$ cat src/rtl/fpga_exit_reporter.sv
// Board-side MCU exit reporter: on a rising exit_valid edge, prints "EXIT=XXXXXXXX\r\n"
// over an 8N1 UART and drives done/pass/fail/overrun status LEDs.
module fpga_exit_reporter #(
    parameter int unsigned CLK_FREQ_HZ = 15000000,
    parameter int unsigned BAUD_RATE   = 115200
) (
    input  logic        clk_i,
    input  logic        rst_ni,
    input  logic        exit_valid_i,
    input  logic [31:0] exit_value_i,
    output logic        uart_tx_o,
    output logic        busy_o,
    output logic        done_led_o,
    output logic        pass_led_o,
    output logic        fail_led_o,
    output logic        overrun_o
);

    localparam int unsigned BAUD_DIV  = CLK_FREQ_HZ / BAUD_RATE;
    localparam int unsigned CNT_W     = $clog2(BAUD_DIV + 1);
    localparam int unsigned LAST_BYTE = 14;

    generate
        if (BAUD_DIV < 2) begin : g_baud_div_check
            $error("fpga_exit_reporter: BAUD_DIV must be at least 2");
        end
    endgenerate

    typedef enum logic [1:0] {
        S_IDLE,
        S_START,
        S_DATA,
        S_STOP
    } state_t;

    state_t             r_state;
    logic [CNT_W-1:0]   r_baud_cnt;
    logic [2:0]         r_bit_idx;
    logic [3:0]         r_byte_idx;
    logic [31:0]        r_value;
    logic               r_valid_q;
    logic               r_tx;
    logic               r_busy;
    logic               r_done;
    logic               r_pass;
    logic               r_fail;
    logic               r_overrun;

    logic               w_edge;
    logic               w_bit_end;
    logic               w_final_end;
    logic               w_last_byte;
    logic [3:0]         w_nibble;
    logic [7:0]         w_hex;
    logic [7:0]         w_byte;
    logic               w_tx;

    assign w_edge      = exit_valid_i & ~r_valid_q;
    assign w_bit_end   = (r_baud_cnt == CNT_W'(BAUD_DIV - 1));
    assign w_last_byte = (r_byte_idx == 4'(LAST_BYTE));
    // The final stop bit runs one extra FSM cycle so busy drops exactly as the registered tx line finishes it.
    assign w_final_end = (r_baud_cnt == CNT_W'(BAUD_DIV));

    // Nibble for the hex digit positions, MSB nibble first.
    always_comb begin
        w_nibble = 4'h0;
        case (r_byte_idx)
            4'd5:    w_nibble = r_value[31:28];
            4'd6:    w_nibble = r_value[27:24];
            4'd7:    w_nibble = r_value[23:20];
            4'd8:    w_nibble = r_value[19:16];
            4'd9:    w_nibble = r_value[15:12];
            4'd10:   w_nibble = r_value[11:8];
            4'd11:   w_nibble = r_value[7:4];
            4'd12:   w_nibble = r_value[3:0];
            default: w_nibble = 4'h0;
        endcase
    end

    assign w_hex = (w_nibble < 4'd10) ? (8'h30 + {4'h0, w_nibble})
                                      : (8'h37 + {4'h0, w_nibble});

    always_comb begin
        w_byte = 8'h00;
        case (r_byte_idx)
            4'd0:    w_byte = 8'h45;
            4'd1:    w_byte = 8'h58;
            4'd2:    w_byte = 8'h49;
            4'd3:    w_byte = 8'h54;
            4'd4:    w_byte = 8'h3D;
            4'd13:   w_byte = 8'h0D;
            4'd14:   w_byte = 8'h0A;
            default: w_byte = w_hex;
        endcase
    end

    always_comb begin
        w_tx = 1'b1;
        case (r_state)
            S_START: w_tx = 1'b0;
            S_DATA:  w_tx = w_byte[r_bit_idx];
            default: w_tx = 1'b1;
        endcase
    end

    always_ff @(posedge clk_i) begin
        if (!rst_ni) begin
            r_state    <= S_IDLE;
            r_baud_cnt <= '0;
            r_bit_idx  <= '0;
            r_byte_idx <= '0;
            r_value    <= '0;
            r_valid_q  <= 1'b0;
            r_tx       <= 1'b1;
            r_busy     <= 1'b0;
            r_done     <= 1'b0;
            r_pass     <= 1'b0;
            r_fail     <= 1'b0;
            r_overrun  <= 1'b0;
        end else begin
            r_valid_q <= exit_valid_i;
            r_tx      <= w_tx;
            if (w_edge && (r_state != S_IDLE)) begin
                r_overrun <= 1'b1;
            end
            case (r_state)
                S_IDLE: begin
                    if (w_edge) begin
                        r_value    <= exit_value_i;
                        r_byte_idx <= '0;
                        r_baud_cnt <= '0;
                        r_busy     <= 1'b1;
                        r_state    <= S_START;
                    end
                end
                S_START: begin
                    if (w_bit_end) begin
                        r_baud_cnt <= '0;
                        r_bit_idx  <= '0;
                        r_state    <= S_DATA;
                    end else begin
                        r_baud_cnt <= r_baud_cnt + CNT_W'(1);
                    end
                end
                S_DATA: begin
                    if (w_bit_end) begin
                        r_baud_cnt <= '0;
                        if (r_bit_idx == 3'd7) begin
                            r_state <= S_STOP;
                        end else begin
                            r_bit_idx <= r_bit_idx + 3'd1;
                        end
                    end else begin
                        r_baud_cnt <= r_baud_cnt + CNT_W'(1);
                    end
                end
                S_STOP: begin
                    if (!w_last_byte && w_bit_end) begin
                        r_baud_cnt <= '0;
                        r_byte_idx <= r_byte_idx + 4'd1;
                        r_state    <= S_START;
                    end else if (w_last_byte && w_final_end) begin
                        r_baud_cnt <= '0;
                        r_busy     <= 1'b0;
                        r_done     <= 1'b1;
                        r_pass     <= (r_value == 32'h0);
                        r_fail     <= (r_value != 32'h0);
                        r_state    <= S_IDLE;
                    end else begin
                        r_baud_cnt <= r_baud_cnt + CNT_W'(1);
                    end
                end
                default: r_state <= S_IDLE;
            endcase
        end
    end

    assign uart_tx_o  = r_tx;
    assign busy_o     = r_busy;
    assign done_led_o = r_done;
    assign pass_led_o = r_pass;
    assign fail_led_o = r_fail;
    assign overrun_o  = r_overrun;

endmodule

$ cat config.mk
export PLATFORM = sky130hd
export DESIGN_NAME = fpga_exit_reporter
export DESIGN_NICKNAME = d
export VERILOG_FILES = /design/src/rtl/fpga_exit_reporter.sv
export SDC_FILE = /design/constraint.sdc
export NUM_CORES = 1
export LEC_CHECK = 0
export BUFFER_PORTS_ARGS = -buffer_cell sky130_fd_sc_hd__buf_2
export CAP_MARGIN = 20
export CORE_MARGIN = 10
export CORE_UTILIZATION = 25
export DETAILED_ROUTE_END_ITERATION = 6
export HOLD_SLACK_MARGIN = 0.15
export SYNTH_ARGS = -nofsm -noshare
export SYNTH_HDL_FRONTEND = slang
export SYNTH_SLANG_ARGS = --single-unit
$ cat constraint.sdc
create_clock -name clk_i -period 6.54 [get_ports clk_i]
set_input_delay 0.981 -clock clk_i [delete_from_list [all_inputs] [get_ports clk_i]]
set_output_delay 0.981 -clock clk_i [all_outputs]
set_load 0.03 [all_outputs]
**Yosys cells after proc, flatten, opt, wreduce, memory -nomap -nowiden**

Cells that the tools add are included.

- Flip-flop bits (word level): 56
- Memories kept: 0
- Bits of input ports: 35
- ROM bits: 0
- RAM bits: 0
- Bits in latches: 0

- Multiplexer cells: 29
- $mul: 0
- Order comparisons: 2
- Equality and inequality tests: 29
- Divide/modulo/power cells: 0
- Bitwise operators: 3
- $add $sub $neg: 5
- Shifts and indexed selects: 0
- Reductions and logical operators: 18

Operators by type and width:

| cell | number |
|---|---|
| one-hot mux 7 bit (7 select lines) | 1 |
| logical NOT 32 bit | 1 |
| 2-to-1 mux 8 bit | 4 |
| one-hot mux 4 bit (8 select lines) | 1 |
| nonzero test 32 bit | 1 |
| == test 4 bit, second input constant | 7 |
| one-hot mux 8 bit (3 select lines) | 1 |
| == test 4 x 3 -> 1 bit, second input constant | 4 |
| == test 8 bit, second input constant | 2 |
| != test 2 bit, second input constant | 8 |
| adder 6 x 4 -> 7 bit, first input constant | 2 |
| 2-to-1 mux 2 bit | 6 |
| 2-to-1 mux 3 bit | 3 |
| adder 8 x 1 -> 8 bit, second input constant | 1 |
| == test 4 x 2 -> 1 bit, second input constant | 2 |
| 2-to-1 mux 4 bit | 2 |
| one-hot mux 2 bit (4 select lines) | 1 |
| one-hot mux 4 bit (2 select lines) | 1 |
| AND reduction 4 bit | 2 |
| 2-to-1 mux 7 bit | 1 |
| one-hot mux 3 bit (2 select lines) | 1 |
| AND reduction 3 bit | 2 |
| nonzero test 2 bit | 3 |
| AND reduction 5 bit | 1 |
| other kinds (20) | 28 |

**Logic depth before layout (Yosys ltp)**

Gate-level depths: netlist of run 1.

- Depth after elaboration: 8
- Gate-level depth with buffers: 13
- Depth with buffers taken out: 11

**Worst setup path after synthesis of run 1**

Ideal clock, no wire load.

- Path kind: register to register
- Start point: reg r_byte_idx[0]
- End point: reg r_tx (netlist: uart_tx_o)
- Data arrival time: 2.484 ns
- Setup slack: 3.965 ns
- Cell stages (with the launch flop): 13
- Library setup time: 0.091 ns
- Clock period less this slack: 2.575 ns
- Path buffers: 2
- Cell sequence: dfxtp_1 inv_1 ha_1 buf_6 clkbuf_1 a222oi_1 nor2_1 o22ai_1 ha_1 a311o_1 a31oi_1 a211oi_1 a311oi_1

- Cells in the longest elaborated chain, start to end: 8

Ends and longest elaborated chain:

| item | line | RTL |
|---|---|---|
| from (decl) | 39 | `logic [3:0] r_byte_idx;` |
| from (signal assigned) | 160 | `r_byte_idx <= r_byte_idx + 4'd1;` |
| == test 4 bit / == test 4 x 3 -> 1 bit (equally long branches) | 67 | `case (r_byte_idx)` |
| one-hot mux 4 bit (8 select lines) | 67 |  |
| adder 6 x 4 -> 7 bit, or another cell as far along | 81 | `: (8'h37 + {4'h0, w_nibble});` |
| 2-to-1 mux 7 bit | 80 | `assign w_hex = (w_nibble < 4'd10) ? (8'h30 + {4'h0, w_nibble})` |
| one-hot mux 7 bit (7 select lines) (*) | 85 | `case (r_byte_idx)` |
| binary-select mux 1 bit (select 3 bit) (*) | 101 | `S_DATA: w_tx = w_byte[r_bit_idx];` |
| 2-to-1 mux 1 bit (not written as such) (*) | 101 |  |
| one-hot mux 1 bit (2 select lines) (*) | 99 | `case (r_state)` |
| to (signal assigned) | 122 | `r_tx <= w_tx;` |
| to (decl) | 42 | `logic r_tx;` |

Every way passes the cells marked *; elsewhere a longest branch is shown, timed or not. The select of a mux whose other input is x is not followed.
A chain may end at the register's enable or synchronous reset.

**Worst setup path in the final report of run 1**

Ends and elaborated chain as after synthesis.

==> impl_metrics.tcl, run 1 <==
set metrics [dict create \
    p_per_area_nw_per_um2 289 \
    clock_latency_ns 0.30 \
    cts-root-buf "clkbuf_16" \
    post_route_cells_drive_above_1_share 0.136 \
    hpwl_mm 5.90 \
    grt_pass1_vias 2711 \
    ys_seq_area_frac 0.369 \
    cts_buffers 5 \
    clkTransAtPathRegs_ns 0.07 \
    required_ns 6.70 \
    grt_antenna_before_repair 0 \
    fin_crit_ns 2.91 \
    synth_most_common_cell "nand2_1" \
    die-area_um2 17000 \
    setup_violations 0 \
    gp_congestion 0.823 \
    drc 0 \
    status "completed" \
    die_w_um 130 \
    cp_max_fo 16 \
    synth_top_area_share 0.369 \
    slew_viol_final 0 \
    syn_nets 437 \
    hp-class "register to register" \
    synth_seq_cells 56 \
    end_kind "register" \
    drt_iter0_drc 189 \
    synth_common_cells "nand2_1, dfxtp_1, a21boi_0" \
    critical-path-top-delay-family "compound AO/OA/AOI/OAI gates" \
    synth.avg_cell_area_um2 7.85 \
    yosys_warnings 0 \
    syn_area_um2 3040 \
    h-tree-depth 2 \
    cts_resized 0 \
    rsz0062_at_grt "false" \
    grt.overflow.total 0 \
    skew_ns 0.00258 \
    irDropWorstVdd_uv 108 \
    grt_pass1_wl_mm 13.3 \
    max_stage_delay_ns 0.50 \
    vias_per_cell 4.95 \
    critPathMostFrequentCell "ha_1" \
    final_nets 461 \
    use_met2 0.145 \
    grt_usage 0.0958 \
    critPathSlowestCell "ha_1" \
    leakage_nw 1.28 \
    clock_path_buffers 2 \
    grt_max_degree 52 \
    path_class "register to register" \
    fmax_ghz 0.344 \
    rows 40 \
    top_usage_layer "met2" \
    hold_buffers 0 \
    start_util 0.254 \
    grtUsageMet3 0.0211 \
    ant_nets 0 \
    drtPass1Iterations 4 \
    use_met1 0.127 \
    die_h_um 130 \
    yosys.area.top_type "dfxtp_1" \
    cts_tree "built" \
    critical_path.cell_chain "inv_1, ha_1, a21oi_1, a22oi_1, a21oi_2, ha_1, o21a_1, o21ai_0, a211oi_1, a2111oi_0, a311oi_1" \
    area_growth_pct 15.3 \
    final_core_util 0.293 \
    start_kind "register" \
    postSynth.asyncResetShare 0 \
    synth_area_leaders "dfxtp_1, nand2_1, a21boi_0" \
    final-hold-violation-count 0 \
    worstPathArrival_ns 3.07 \
    cts.sink_count 56 \
    maxCapViolCount 0 \
    relSlewSlack 0.511 \
    wirelength_mm 7.78 \
    pin_count 41 \
    cts_setup_buffers 0 \
    tns_ns 0 \
    postSynthCellCount 387 \
    port_buffers 40 \
    avgRoutedWirePerCell_um 13.9 \
    synth_edf_count 0 \
    post-route-period-util 0.445 \
    synth.distinct_cells 49 \
    num_vias 2768 \
    core_area_um2 12000 \
    synth_flop_cell "dfxtp_1" \
    n_antenna_cell 0 \
    cp_num_buf_inv 1 \
    max_slew.worst_pin.slew_ns 0.734 \
]
path summary, 6_finish.rpt:
kind,slack [ns],depth (start not counted),startpoint,end
setup / recovery,3.63,11,r_byte_idx[0]$_SDFFE_PN0P_,uart_tx_o$_SDFF_PN1_
hold / removal,0.47,1,done_led_o$_SDFFE_PN0P_,done_led_o$_SDFFE_PN0P_
setup reg to reg,3.63,11,r_byte_idx[0]$_SDFFE_PN0P_,uart_tx_o$_SDFF_PN1_
hold reg to reg,0.47,1,done_led_o$_SDFFE_PN0P_,done_led_o$_SDFFE_PN0P_
layout make-up:
class                      count  area, um2
multi-input combinational    294       1770
inverter                      13       48.8
sequential                    56       1120
clock buffer                   5        125
clock inverter                 3       47.5
fill                        1299       8460
tap                          147        184
timing repair buffer          41        208
metal layers:
layer	share of wire	vias up	wire length [um]
li1	-	1400	-
met1	0.49	1303	3790
met2	0.44	56	3390
met3	0.054	9	418
met4	0.023	0	180
met5	0	-	0
per-stage QoR:
stage | instances | hold slack (ns) | power (mW) | instance area, um2 | setup slack (ns)
finish | 559 | 0.473 | 1.01 | 3500 | 3.63
global route | 559 | 0.510 | 1.08 | 3500 | 3.37
CTS | 559 | 0.476 | 1.02 | 3500 | 3.64
detailed placement | 551 | 0.450 | 0.712 | 3330 | 3.66
global placement | 551 | 0.448 | 0.704 | 3330 | 3.83
floorplan | 387 | 0.456 | 0.628 | 3040 | 3.96
flip-flops by register name (all words and copies together), names as in the netlist:
signal	cells
fail_led_o	1
r_bit_idx	3
done_led_o	1
r_state	2
r_value	32
r_byte_idx	4
r_baud_cnt	8
pass_led_o	1
overrun_o	1
r_valid_q	1
busy_o	1
uart_tx_o	1
placed cells by master, fill, tap and decap left out, types with 2 or more instances in the layout:
master / count
a211oi_1: 3
a21boi_0: 34
a21oi_1: 14
a222oi_1: 4
a22oi_1: 10
a311oi_1: 2
a31oi_1: 4
and2_1: 7
and3_1: 2
buf_2: 40
clkbuf_16: 5
clkinv_4: 2
dfxtp_1: 56
ha_1: 15
inv_1: 13
mux2i_1: 3
nand2_1: 83
nand2b_1: 4
nand3_1: 7
nand4_1: 5
nor2_1: 25
nor2b_1: 4
nor3_1: 8
nor4_1: 8
o211ai_1: 2
o21a_1: 3
o21ai_0: 15
o22ai_1: 3
or3_1: 2
xnor2_1: 2
xor2_1: 6
power breakdown:
part           switching [mW]  total [mW]  leakage, nW  internal (mW)
registers              0.0392       0.423        0.456          0.384
logic                   0.179       0.279        0.736         0.0994
clock network           0.128       0.310       0.0840          0.182
total                   0.346        1.01         1.28          0.666
cells by family after synthesis:
logic type,share of synthesized area
compound gates,0.238
fa+ha+maj,0.0618
simple gates,0.245
buf+inv,0.0494
flops,0.369
xor+xnor,0.0231
mux,0.0136
Note: power is estimated with default switching activity, not from simulation.
==> inputs of run 2 (changes only) <==
==> constraint.sdc (replaced) <==
create_clock -name clk_i -period 3 [get_ports clk_i]
set_input_delay 0.45 -clock clk_i [delete_from_list [all_inputs] [get_ports clk_i]]
set_output_delay 0.45 -clock clk_i [all_outputs]
set_load 0.03 [all_outputs]
==> impl_metrics.tcl, run 2 (same netlist as run 1, synthesis figures left out) <==
set metrics [dict create \
    leakage_nw 1.27 \
    largest_reg_flops 32 \
    grt_pass1_wl_mm 13.3 \
    slew_viol_final 0 \
    grt_antenna_before_repair 0 \
    critPathSlowestCell "ha_1" \
    fmax_ghz 0.357 \
    die_h_um 130 \
    n_antenna_cell 0 \
    status "completed" \
    cts_tree "built" \
    pin_count 41 \
    hold_buffers 0 \
    cp_max_fo 12 \
    cp_num_buf_inv 0 \
    post_route_cells_drive_above_1_share 0.143 \
    mostFrequentLayoutCell "nand2_1" \
    drt_iter0_drc 218 \
    ant_nets 0 \
    place_area_um2 3350 \
    p_sw_frac 0.355 \
    drc 0 \
    area_growth_pct 15.0 \
    grt.overflow.total 0 \
    cts_buffers 5 \
    rrSetupSlack_ns 0.20 \
    start_util 0.254 \
    pwr-share-comb 0.291 \
    rsz0062_at_grt "false" \
    avgRoutedWirePerCell_um 14.1 \
    vias_per_cell 4.94 \
    grt_usage 0.0950 \
    path_class "register to register" \
    max_slew.worst_pin.slew_ns 0.713 \
    num_vias 2773 \
    final_nets 463 \
    tns_ns 0 \
    seq_area_um2 1120 \
    top_register "r_value" \
    clock_path_buffers 2 \
    final-hold-violation-count 0 \
    p_int_mw 1.37 \
    start_kind "register" \
    cts_setup_buffers 0 \
    switching_power_uw 752 \
    irDropWorstVdd_uv 363 \
    hpwl_mm 6.05 \
    p_seq_frac 0.435 \
    top_regs "r_value (32), r_baud_cnt (8), r_byte_idx (4)" \
    core_area_um2 12000 \
    hp-class "input pin to register" \
    setup_violations 0 \
    gp_congestion 0.867 \
    grt_pass1_vias 2710 \
    relSlewSlack 0.519 \
    rows 40 \
    maxCapViolCount 0 \
    fin_crit_ns 2.80 \
    h-tree-depth 2 \
    post-route-period-util 0.933 \
    cts.sink_count 56 \
    fin_area_um2 3490 \
    skew_ns 0.00808 \
    p_per_area_nw_per_um2 607 \
    clock_latency_ns 0.29 \
    die-area_um2 17000 \
    cts-root-buf "clkbuf_16" \
    critical_path.cell_chain "ha_1, a22oi_1, a22oi_1, a21oi_2, ha_1, o21a_1, o21ai_0, a211oi_1, a2111oi_0, a311oi_1" \
    n_fill_cell 1272 \
    critical-path-top-delay-family "compound AO/OA/AOI/OAI gates" \
    max_stage_delay_ns 0.44 \
    required_ns 3.16 \
    end_kind "register" \
    final_cell_mix "nand2_1, dfxtp_1, buf_2" \
    die_w_um 130 \
    wirelength_mm 7.94 \
    port_buffers 40 \
    multi_input_area_um2 1770 \
    cts_resized 0 \
    pwr-share-clk 0.273 \
    drtPass1Iterations 5 \
    clkTransAtPathRegs_ns 0.07 \
    grt_max_degree 39 \
    worstPathArrival_ns 2.96 \
]
==> run 2: path summary, 6_finish.rpt <==
check,start,depth (start not counted),endpoint
setup reg to reg,r_byte_idx[1]$_SDFFE_PN0P_,10,uart_tx_o$_SDFF_PN1_
hold / removal,exit_valid_i,2,r_valid_q$_SDFF_PN0_
setup / recovery,r_byte_idx[1]$_SDFFE_PN0P_,10,uart_tx_o$_SDFF_PN1_
hold reg to reg,overrun_o$_SDFFE_PN0P_,1,overrun_o$_SDFFE_PN0P_
==> run 2: final cells by class <==
| type | count | share of cell area |
|---|---|---|
| multi-input cells | 294 | 0.508 |
| inverters | 13 | 0.0140 |
| clock inverters | 2 | 0.00394 |
| clock buffers | 6 | 0.0369 |
| repair buffers | 43 | 0.0638 |
| flip-flops and latches | 56 | 0.321 |
| well taps | 147 | 0.0527 |
==> run 2: per-stage QoR <==
| step | hold slack [ns] | util | instances | worst slack, ns | power [mW] |
|---|---|---|---|---|---|
| 3_3_place_gp | 0.447 | 0.280 | 553 | 0.310 | 1.54 |
| 6_report | 0.375 | 0.292 | 561 | 0.200 | 2.12 |
| 5_1_grt | 0.394 | 0.292 | 561 | 0.0802 | 2.26 |
| 2_1_floorplan | 0.456 | - | 387 | 0.425 | 1.37 |
| 3_5_place_dp | 0.452 | 0.280 | 553 | 0.187 | 1.55 |
| 4_1_cts | 0.375 | 0.292 | 561 | 0.146 | 2.14 |
==> run 2: power groups by stage <==
stage | Clock [mW] | Combinational, mW | Sequential (mW)
after floorplan | 0 | 0.442 | 0.927
after global placement | 0 | 0.598 | 0.937
after detailed placement | 0 | 0.614 | 0.938
after CTS | 0.593 | 0.622 | 0.921
after global routing | 0.620 | 0.701 | 0.936
final | 0.579 | 0.618 | 0.923
==> run 2: layer usage <==
metal / routed length (um) / global-route usage / vias up
met2: 3540 / 0.151 / 79
met1: 3820 / 0.126 / 1272
met3: 458 / 0.0199 / 14
li1: - / - / 1408
met5: 0 / 0 / -
met4: 119 / 0.0298 / 0
